**src/rtl/wr_master.sv**
```systemverilog
// wr_master: single-beat AXI write master; one command in, one AW/W/B transaction out.
module wr_master #(
   parameter int ADDR_W = 32,
   parameter int DATA_W = 32
) (
   input  logic              clk,
   input  logic              rst,
   input  logic              start,
   input  logic [ADDR_W-1:0] cmd_addr,
   input  logic [DATA_W-1:0] cmd_data,
   output logic              busy,
   output logic              done,
   output logic [1:0]        resp,
   output logic              err,
   output logic [ADDR_W-1:0] AWADDR,
   output logic              AWVALID,
   input  logic              AWREADY,
   output logic [DATA_W-1:0] WDATA,
   output logic              WVALID,
   input  logic              WREADY,
   input  logic              BVALID,
   input  logic [1:0]        BRESP,
   output logic              BREADY
);
   typedef enum logic [1:0] {IDLE, SEND, WAIT_B} state_t;
   state_t              state_q;
   logic [ADDR_W-1:0]   awaddr_q;
   logic [DATA_W-1:0]   wdata_q;
   logic                awvalid_q, wvalid_q, bready_q, done_q, err_q;
   logic                aw_done_q, w_done_q;
   logic [1:0]          resp_q;
   logic                aw_hs, w_hs, aw_all, w_all;
   assign aw_hs  = awvalid_q && AWREADY;
   assign w_hs   = wvalid_q && WREADY;
   // a handshake on this edge counts as complete, so both landing together advance at once
   assign aw_all = aw_done_q || aw_hs;
   assign w_all  = w_done_q || w_hs;
   always_ff @(posedge clk or posedge rst) begin
      if (rst) begin
         state_q   <= IDLE;
         awaddr_q  <= '0;
         wdata_q   <= '0;
         awvalid_q <= 1'b0;
         wvalid_q  <= 1'b0;
         bready_q  <= 1'b0;
         done_q    <= 1'b0;
         err_q     <= 1'b0;
         resp_q    <= 2'b00;
         aw_done_q <= 1'b0;
         w_done_q  <= 1'b0;
      end else begin
         done_q <= 1'b0;
         case (state_q)
            IDLE: if (start) begin
               awaddr_q  <= cmd_addr;
               wdata_q   <= cmd_data;
               awvalid_q <= 1'b1;
               wvalid_q  <= 1'b1;
               aw_done_q <= 1'b0;
               w_done_q  <= 1'b0;
               state_q   <= SEND;
            end
            SEND: begin
               if (aw_hs) begin
                  awvalid_q <= 1'b0;
                  aw_done_q <= 1'b1;
               end
               if (w_hs) begin
                  wvalid_q <= 1'b0;
                  w_done_q <= 1'b1;
               end
               if (aw_all && w_all) begin
                  bready_q <= 1'b1;
                  state_q  <= WAIT_B;
               end
            end
            WAIT_B: if (BVALID) begin
               resp_q   <= BRESP;
               err_q    <= |BRESP;
               bready_q <= 1'b0;
               done_q   <= 1'b1;
               state_q  <= IDLE;
            end
            default: state_q <= IDLE;
         endcase
      end
   end
   assign busy    = state_q != IDLE;
   assign done    = done_q;
   assign resp    = resp_q;
   assign err     = err_q;
   assign AWADDR  = awaddr_q;
   assign AWVALID = awvalid_q;
   assign WDATA   = wdata_q;
   assign WVALID  = wvalid_q;
   assign BREADY  = bready_q;
endmodule
```
**config.mk**
```make
export PLATFORM = sky130hd
export DESIGN_NAME = wr_master
export DESIGN_NICKNAME = d
export VERILOG_FILES = /design/src/rtl/wr_master.sv
export SDC_FILE = /design/constraint.sdc
export NUM_CORES = 1
export LEC_CHECK = 0
export ABC_AREA = 1
export BUFFER_PORTS_ARGS = -buffer_cell sky130_fd_sc_hd__buf_2
export CAP_MARGIN = 20
export CORE_UTILIZATION = 48
export CTS_BUF_LIST = sky130_fd_sc_hd__clkbuf_4
export DETAILED_ROUTE_END_ITERATION = 8
export GPL_ROUTABILITY_DRIVEN = 0
export MAX_ROUTING_LAYER = met4
export PLACE_DENSITY = 0.8
export SLEW_MARGIN = 25
export SYNTH_ARGS = -nofsm -noshare
export SYNTH_HDL_FRONTEND = slang
export SYNTH_SLANG_ARGS = --single-unit
```
**constraint.sdc**
```tcl
create_clock -name clk -period 3.49 [get_ports clk]
set_input_delay 1.047 -clock clk [delete_from_list [all_inputs] [get_ports clk]]
set_output_delay 1.047 -clock clk [all_outputs]
set_load 0.05 [all_outputs]
```
== Word-level counts from Yosys, hierarchy flattened ==
Index checks and enable logic that the tools add are counted.

* Output and inout bits: 72
* Input port bits: 72
* Word-level logic and storage cells: 53
* Flip-flop bits (word level): 75

* Multiplexer cells: 19
* Reduce and logical (&&, ||, !) cells: 16
* Equal/unequal tests: 7

{| class="wikitable"
|+ Operators with widths
! operator !! count
|-
| 3-bit AND reduction || 4
|-
| 1-bit 2-to-1 mux || 10
|-
| 2-bit inequality test, second input constant || 5
|-
| 1-bit case mux with 2 select lines || 5
|-
| 2-bit 2-to-1 mux || 3
|-
| 2-bit case mux with 3 select lines || 1
|-
| 2-bit nonzero test || 3
|-
| 2-bit AND reduction || 2
|-
| 1-bit logical AND || 3
|-
| 2-bit by 1-bit equality test with 1-bit output, second input constant || 1
|-
| 2-bit equality test, second input constant || 1
|-
| 2-bit logical NOT || 1
|-
| 1-bit logical OR || 2
|-
| 2-bit OR reduction || 1
|}

== Logic depth before layout (Yosys ltp) ==
Gate-level depths: netlist (run 1).

* Depth after elaboration: 5
* Mapped depth: 6

== Worst setup path after synthesis (run 1) ==
OpenSTA, ideal clock, no wires.

* Kind: register to output
* From: reg state_q[0]
* To: out busy
* Path slack: 1498 ps
* Cell stages (with the launch flop): 4
* Arrival: 945 ps
* Buffers on the path: 1
* Cell sequence: dfrtp_1 nor2_2 buf_2 inv_1

* Longest elaborated chain between the ends: 1

{| class="wikitable"
|+ Ends and longest elaborated chain
! what !! line !! text
|-
| from (decl) || 26 || <nowiki>state_t state_q;</nowiki>
|-
| from (signal assigned) || 40 || <nowiki>state_q <= IDLE;</nowiki>
|-
| from (signal assigned) || 61 || <nowiki>state_q <= SEND;</nowiki>
|-
| from (signal assigned) || 74 || <nowiki>state_q <= WAIT_B;</nowiki>
|-
| 2-bit nonzero test || 88 || <nowiki>assign busy = state_q != IDLE;</nowiki>
|-
| to (decl) || 11 || <nowiki>output logic busy,</nowiki>
|}

No other way between the ends.

== Worst setup path after layout (run 1) ==
Ends and elaborated chain as after synthesis.

==> results of run 1 <==
==> worst max-delay path, cell delays in order (launching register included) <==
cell	delay, ns
dfrtp_1	0.44
nor2_4	0.53
inv_1	0.07
buf_2	0.23
==> per-layer routing <==
layer / wire, um / global-route usage
met5: 0 / -
met4: 89 / 0.0875
met3: 427 / 0.0472
met2: 3240 / 0.352
met1: 2910 / 0.255
==> how the worst max path moves through the flow <==
stage,from,endpoint,cells after the start
4_1_cts,state_q[0]$_DFFE_PP0P_,busy,3
5_1_grt,state_q[0]$_DFFE_PP0P_,busy,3
3_5_place_dp,state_q[0]$_DFFE_PP0P_,busy,3
2_1_floorplan,rst,AWADDR[0]$_DFFE_PP0P_,1
6_report,state_q[0]$_DFFE_PP0P_,busy,3
3_3_place_gp,state_q[0]$_DFFE_PP0P_,busy,3
==> logic make-up (layout without fill, tap and decap cells) <==
group	after synthesis	after routing	share of synthesized area
and+or+nand+nor	225	225	0.311
DFF	75	75	0.625
buffers and inverters	29	170	0.0579
AOI/OAI and AO/OA	4	4	0.00666
==> registers in the layout, indices dropped and copies added, names as in the netlist <==
signal,flops
state_q,2
w_done_q,1
resp,2
AWVALID,1
err,1
AWADDR,32
aw_done_q,1
done,1
BREADY,1
WVALID,1
WDATA,32
==> stage by stage <==
stage / instances / util / hold WS, ns / area (um^2) / worst slack, ns
finish: 549 / 0.641 / 0.471 / 3840 / 0.797
global route: 549 / 0.641 / 0.495 / 3840 / 0.579
CTS: 549 / 0.641 / 0.477 / 3840 / 0.737
detailed placement: 534 / 0.621 / 0.453 / 3720 / 1.17
global placement: 534 / 0.621 / 0.450 / 3720 / 1.19
floorplan: 333 / - / 0.453 / 3000 / 0.533
==> cell type report <==
type / instances / area [um^2] / area share
Timing Repair Buffer: 147 / 758 / 0.198
Clock inverter: 5 / 45.0 / 0.0117
Multi-Input combinational cell: 229 / 958 / 0.250
Inverter: 8 / 30.0 / 0.00783
Tap cell: 75 / 93.8 / 0.0245
Sequential cell: 75 / 1880 / 0.489
Clock buffer: 10 / 75.1 / 0.0196
==> cell usage in the layout (no fill, tap or decap) <==
| cell | count |
|---|---|
| nand3_1 | 65 |
| buf_4 | 3 |
| nor2_4 | 1 |
| inv_2 | 1 |
| nor2_1 | 2 |
| bufinv_16 | 1 |
| clkbuf_4 | 10 |
| or2_2 | 1 |
| buf_12 | 1 |
| inv_1 | 7 |
| nand2_1 | 155 |
| buf_2 | 143 |
| o21ai_0 | 4 |
| nand2_2 | 1 |
| dfrtp_1 | 75 |
| clkinv_1 | 4 |
==> flow_summary.toml, run 1 <==
[final_layout]
drive_above_1_share = 0.342
num-nets-final = 542
area_delta_synth_final_pct = 27.7
nFillCells = 534
antenna_cells = 0

[cts]
postCtsSetupRepairBufs = 0
clock-sinks = 75
cts_tree = "done"
h-tree-depth = 3
clk_pin_slew_worst_paths_ns = 0.09
clk_path_buf_depth = 2
clkLatencyLatePin_ns = 0.39
cts-root-buf = "clkbuf_4"
cts_buffers = 9
cts.repair.resized = 0
cts_hold_buf = 0

[synthesis]
synth_cells = 333
syn_area_per_cell_um2 = 9.02
ys_ff_latch = 75
synthTopCellsByCount = "nand2_1, dfrtp_1, nand3_1"
yosysMostFrequentCell = "nand2_1"
synth_largest_area_cell = "dfrtp_1"
ys.flop_type = "dfrtp_1"
synth-edff-count = 0
yosys_warnings = 0
synth_area_leaders = "dfrtp_1, nand2_1, nand3_1, buf_2, buf_6"
yosysSeqAreaShare = 0.625
synthDistinctLibCells = 12
synth_nets = 405
synthArstFlopShare = 1.00
synthDominantCellAreaShare = 0.625
mappedNetlistArea_um2 = 3000

[timing]
final-setup-viol-count = 0
min_period_ns = 2.69
slew_headroom = 0.514
setup-tns-final_ns = 0
fin_skew_ns = 0.0219
rsz0062_at_grt = "no"
finalHoldViolations = 0
maxSlewViolCount = 0
fmax_ghz = 0.371
worst_pin_slew_ns = 0.728
min_period_over_period = 0.772

[placed_design]
port-buffer-count = 143
hpwl_um = 4680

[floorplanning]
die_area_um2 = 6580
start_util = 0.501
boundaryPins = 144
coreArea_um2 = 5990
num_rows = 28
die_y_um = 81.1
die_width_um = 81.1

[route]
antenna_left = 0
finalWirelength_um = 6670
firstDrtPassIters = 4
viasPerCell = 4.82
drc = 0
first_iter_violations = 69
via_count = 2648
post_drt_wl_per_cell_um = 12.1

[global_route]
grt-ovfl-total = 0
grtUsageTotal = 0.214
grt_pass1_wl_um = 10300
antenna_found_initial = 0
grt_pass1_vias = 2346
grt_max_degree = 65

[setup_path]
cp.arrival_ns = 1.65
cp-end-kind = "output port"
r2r_end = "w_done_q$_DFFE_PP0P_"
timing.rr.start = "state_q[0]$_DFFE_PP0P_"
setup.worst_path.class = "register to output port"
cp_data_required_time_ns = 2.44
reg2reg_depth = 5
r2r_slack_ns = 1.30
cp_max_fo = 30
start_kind = "register"

[min_path]
min_path_type = "register to register"
hold_start = "AWADDR[29]$_DFFE_PP0P_"
whs_path_depth = 2
hold-path-endpoint = "AWADDR[29]$_DFFE_PP0P_"

[run]
timing.max_cap.violations = 0

[run_status]
status = "completed"
Power of run 1 is not shown: default switching activity piles up to over one toggle a cycle in this logic, so the estimate is an artifact.
==> inputs of run 2 (changes only) <==
--- a/config.mk
+++ b/config.mk
@@ -5,15 +5,15 @@
 export SDC_FILE = /design/constraint.sdc
 export NUM_CORES = 1
 export LEC_CHECK = 0
-export ABC_AREA = 1
+export ABC_AREA = 0
 export BUFFER_PORTS_ARGS = -buffer_cell sky130_fd_sc_hd__buf_2
 export CAP_MARGIN = 20
-export CORE_UTILIZATION = 48
+export CORE_UTILIZATION = 44
 export CTS_BUF_LIST = sky130_fd_sc_hd__clkbuf_4
 export DETAILED_ROUTE_END_ITERATION = 8
 export GPL_ROUTABILITY_DRIVEN = 0
 export MAX_ROUTING_LAYER = met4
-export PLACE_DENSITY = 0.8
+export PLACE_DENSITY = 0.76
 export SLEW_MARGIN = 25
 export SYNTH_ARGS = -nofsm -noshare
 export SYNTH_HDL_FRONTEND = slang
==> constraint.sdc (replaced) <==
create_clock -name clk -period 2.3 [get_ports clk]
set_input_delay 0.69 -clock clk [delete_from_list [all_inputs] [get_ports clk]]
set_output_delay 0.69 -clock clk [all_outputs]
set_load 0.05 [all_outputs]
==> flow_summary.toml, run 2 <==
[cts]
postCtsSetupRepairBufs = 0
h-tree-depth = 3
cts-root-buf = "clkbuf_4"
clkLatencyLatePin_ns = 0.39
cts_buffers = 9
clk_pin_slew_worst_paths_ns = 0.12
cts_tree = "done"
cts_hold_buf = 0
clock-sinks = 75
clk_path_buf_depth = 2
cts.repair.resized = 0

[synthesis]
synth_area_leaders = "dfrtp_1, mux2_4, buf_12, mux2_2, o21ai_0"
synthDominantCellAreaShare = 0.593
synthDistinctLibCells = 19
synth_nets = 254
yosysSeqAreaShare = 0.593
synth-edff-count = 0
synthArstFlopShare = 1.00
synth_largest_area_cell = "dfrtp_1"
ys_ff_latch = 75
yosys_warnings = 0
synth_cells = 182
synthTopCellsByCount = "dfrtp_1, mux2_4"
ys.flop_type = "dfrtp_1"
mappedNetlistArea_um2 = 3170
syn_area_per_cell_um2 = 17.4
yosysMostFrequentCell = "dfrtp_1"

[final_layout]
post-route-util = 0.591
drive_above_1_share = 0.678
regArea_um2 = 1880
layout.cells.non_filler = 434
num-nets-final = 405
final_common_cell = "buf_2"
area_delta_synth_final_pct = 28.1
nFillCells = 588
multi_input_area_um2 = 1140
antenna_cells = 0
finalInstanceArea_um2 = 4060
final_cell_mix = "buf_2, dfrtp_1, mux2_4, clkbuf_4"

[global_route]
antenna_found_initial = 0
grt_pass1_vias = 1922
grt_max_degree = 44
grt_pass1_wl_um = 9250
grt-ovfl-total = 0
grtUsageTotal = 0.167

[setup_path]
start_kind = "register"
cp_slowest_cell = "dfrtp_1"
cp_max_fo = 9
setup.worst_path.class = "register to output port"
cp-end-kind = "output port"
cpPeakStageDelay_ns = 0.48
cp.buffers_inverters = 1
cp.arrival_ns = 1.40
crit_chain = "or2_4 -> buf_2"
cp_top_family = "flip-flops"
cp_data_required_time_ns = 1.61

[route]
viasPerCell = 4.62
post_drt_wl_per_cell_um = 14.0
firstDrtPassIters = 4
via_count = 2005
finalWirelength_um = 6080
antenna_left = 0
first_iter_violations = 49
drc = 0

[floorplanning]
start_util = 0.461
die_width_um = 86.8
coreArea_um2 = 6870
num_rows = 30
die_area_um2 = 7540
boundaryPins = 144
die_y_um = 86.8

[min_path]
min_path_type = "input pin to async pin"

[placed_design]
hpwl_um = 4370
dpl_cell_area_um2 = 3930
dpl.cell_count = 418
port-buffer-count = 143

[timing]
finalHoldViolations = 0
rsz0062_at_grt = "no"
min_period_ns = 2.09
slew_headroom = 0.646
min_period_over_period = 0.911
fmax_ghz = 0.478
worst_pin_slew_ns = 0.532
fin_skew_ns = 0.0110
maxSlewViolCount = 0
setup-tns-final_ns = 0
final-setup-viol-count = 0

[run_status]
status = "completed"

[run]
timing.max_cap.violations = 0
[run 2: logic make-up (layout without fill, tap and decap cells)]
kind of cell | after synthesis | after routing | synth area share
compound gates | 14 | 14 | 0.0261
buf+inv | 13 | 169 | 0.0486
flops | 75 | 75 | 0.593
mux | 66 | 66 | 0.306
simple gates | 14 | 14 | 0.0269
[run 2: cell type report]
class	instances	share of cell area
flip-flops and latches	75	0.463
multi-input cells	94	0.280
repair buffers	147	0.190
well taps	96	0.0296
clock buffers	9	0.0167
clock inverters	7	0.0145
inverters	6	0.00648
[run 2: final timing paths]
| kind | slack (ns) | to | cells after the start | start |
|---|---|---|---|---|
| worst max-delay path | 0.21 | busy | 2 | state_q[0]$_DFFE_PP0P_ |
| worst min-delay path | 0.39 | WDATA[11]$_DFFE_PP0P_ | 3 | rst |
| worst max register to register | 0.59 | AWADDR[14]$_DFFE_PP0P_ | 4 | state_q[0]$_DFFE_PP0P_ |
| worst min register to register | 0.50 | err$_DFFE_PP0P_ | 2 | err$_DFFE_PP0P_ |
| max in group asynchronous | 1.48 | done$_DFF_PP0_ | 3 | rst |
| min in group clk | 0.50 | err$_DFFE_PP0P_ | 2 | err$_DFFE_PP0P_ |
[run 2: worst reg2reg max path: stages (launching register included)]
cell	delay, ns
dfrtp_1	0.48
or2_4	0.32
nor2_8	0.12
buf_12	0.29
mux2_2	0.40
[run 2: routing by layer]
metal	wire, um	part of all wire	GRT usage
met1	2740	0.45	0.214
met2	2850	0.47	0.254
met3	422	0.069	0.0410
met4	65	0.011	0.0712
met5	0	0	-
[run 2: metrics by stage]
stage,hold WS (ns),setup slack [ns]
floorplan,0.500,0.633
global placement,0.461,0.462
detailed placement,0.478,0.427
CTS,0.368,0.169
global route,0.407,0.143
finish,0.394,0.206
Power of run 2 is left out for the same reason.
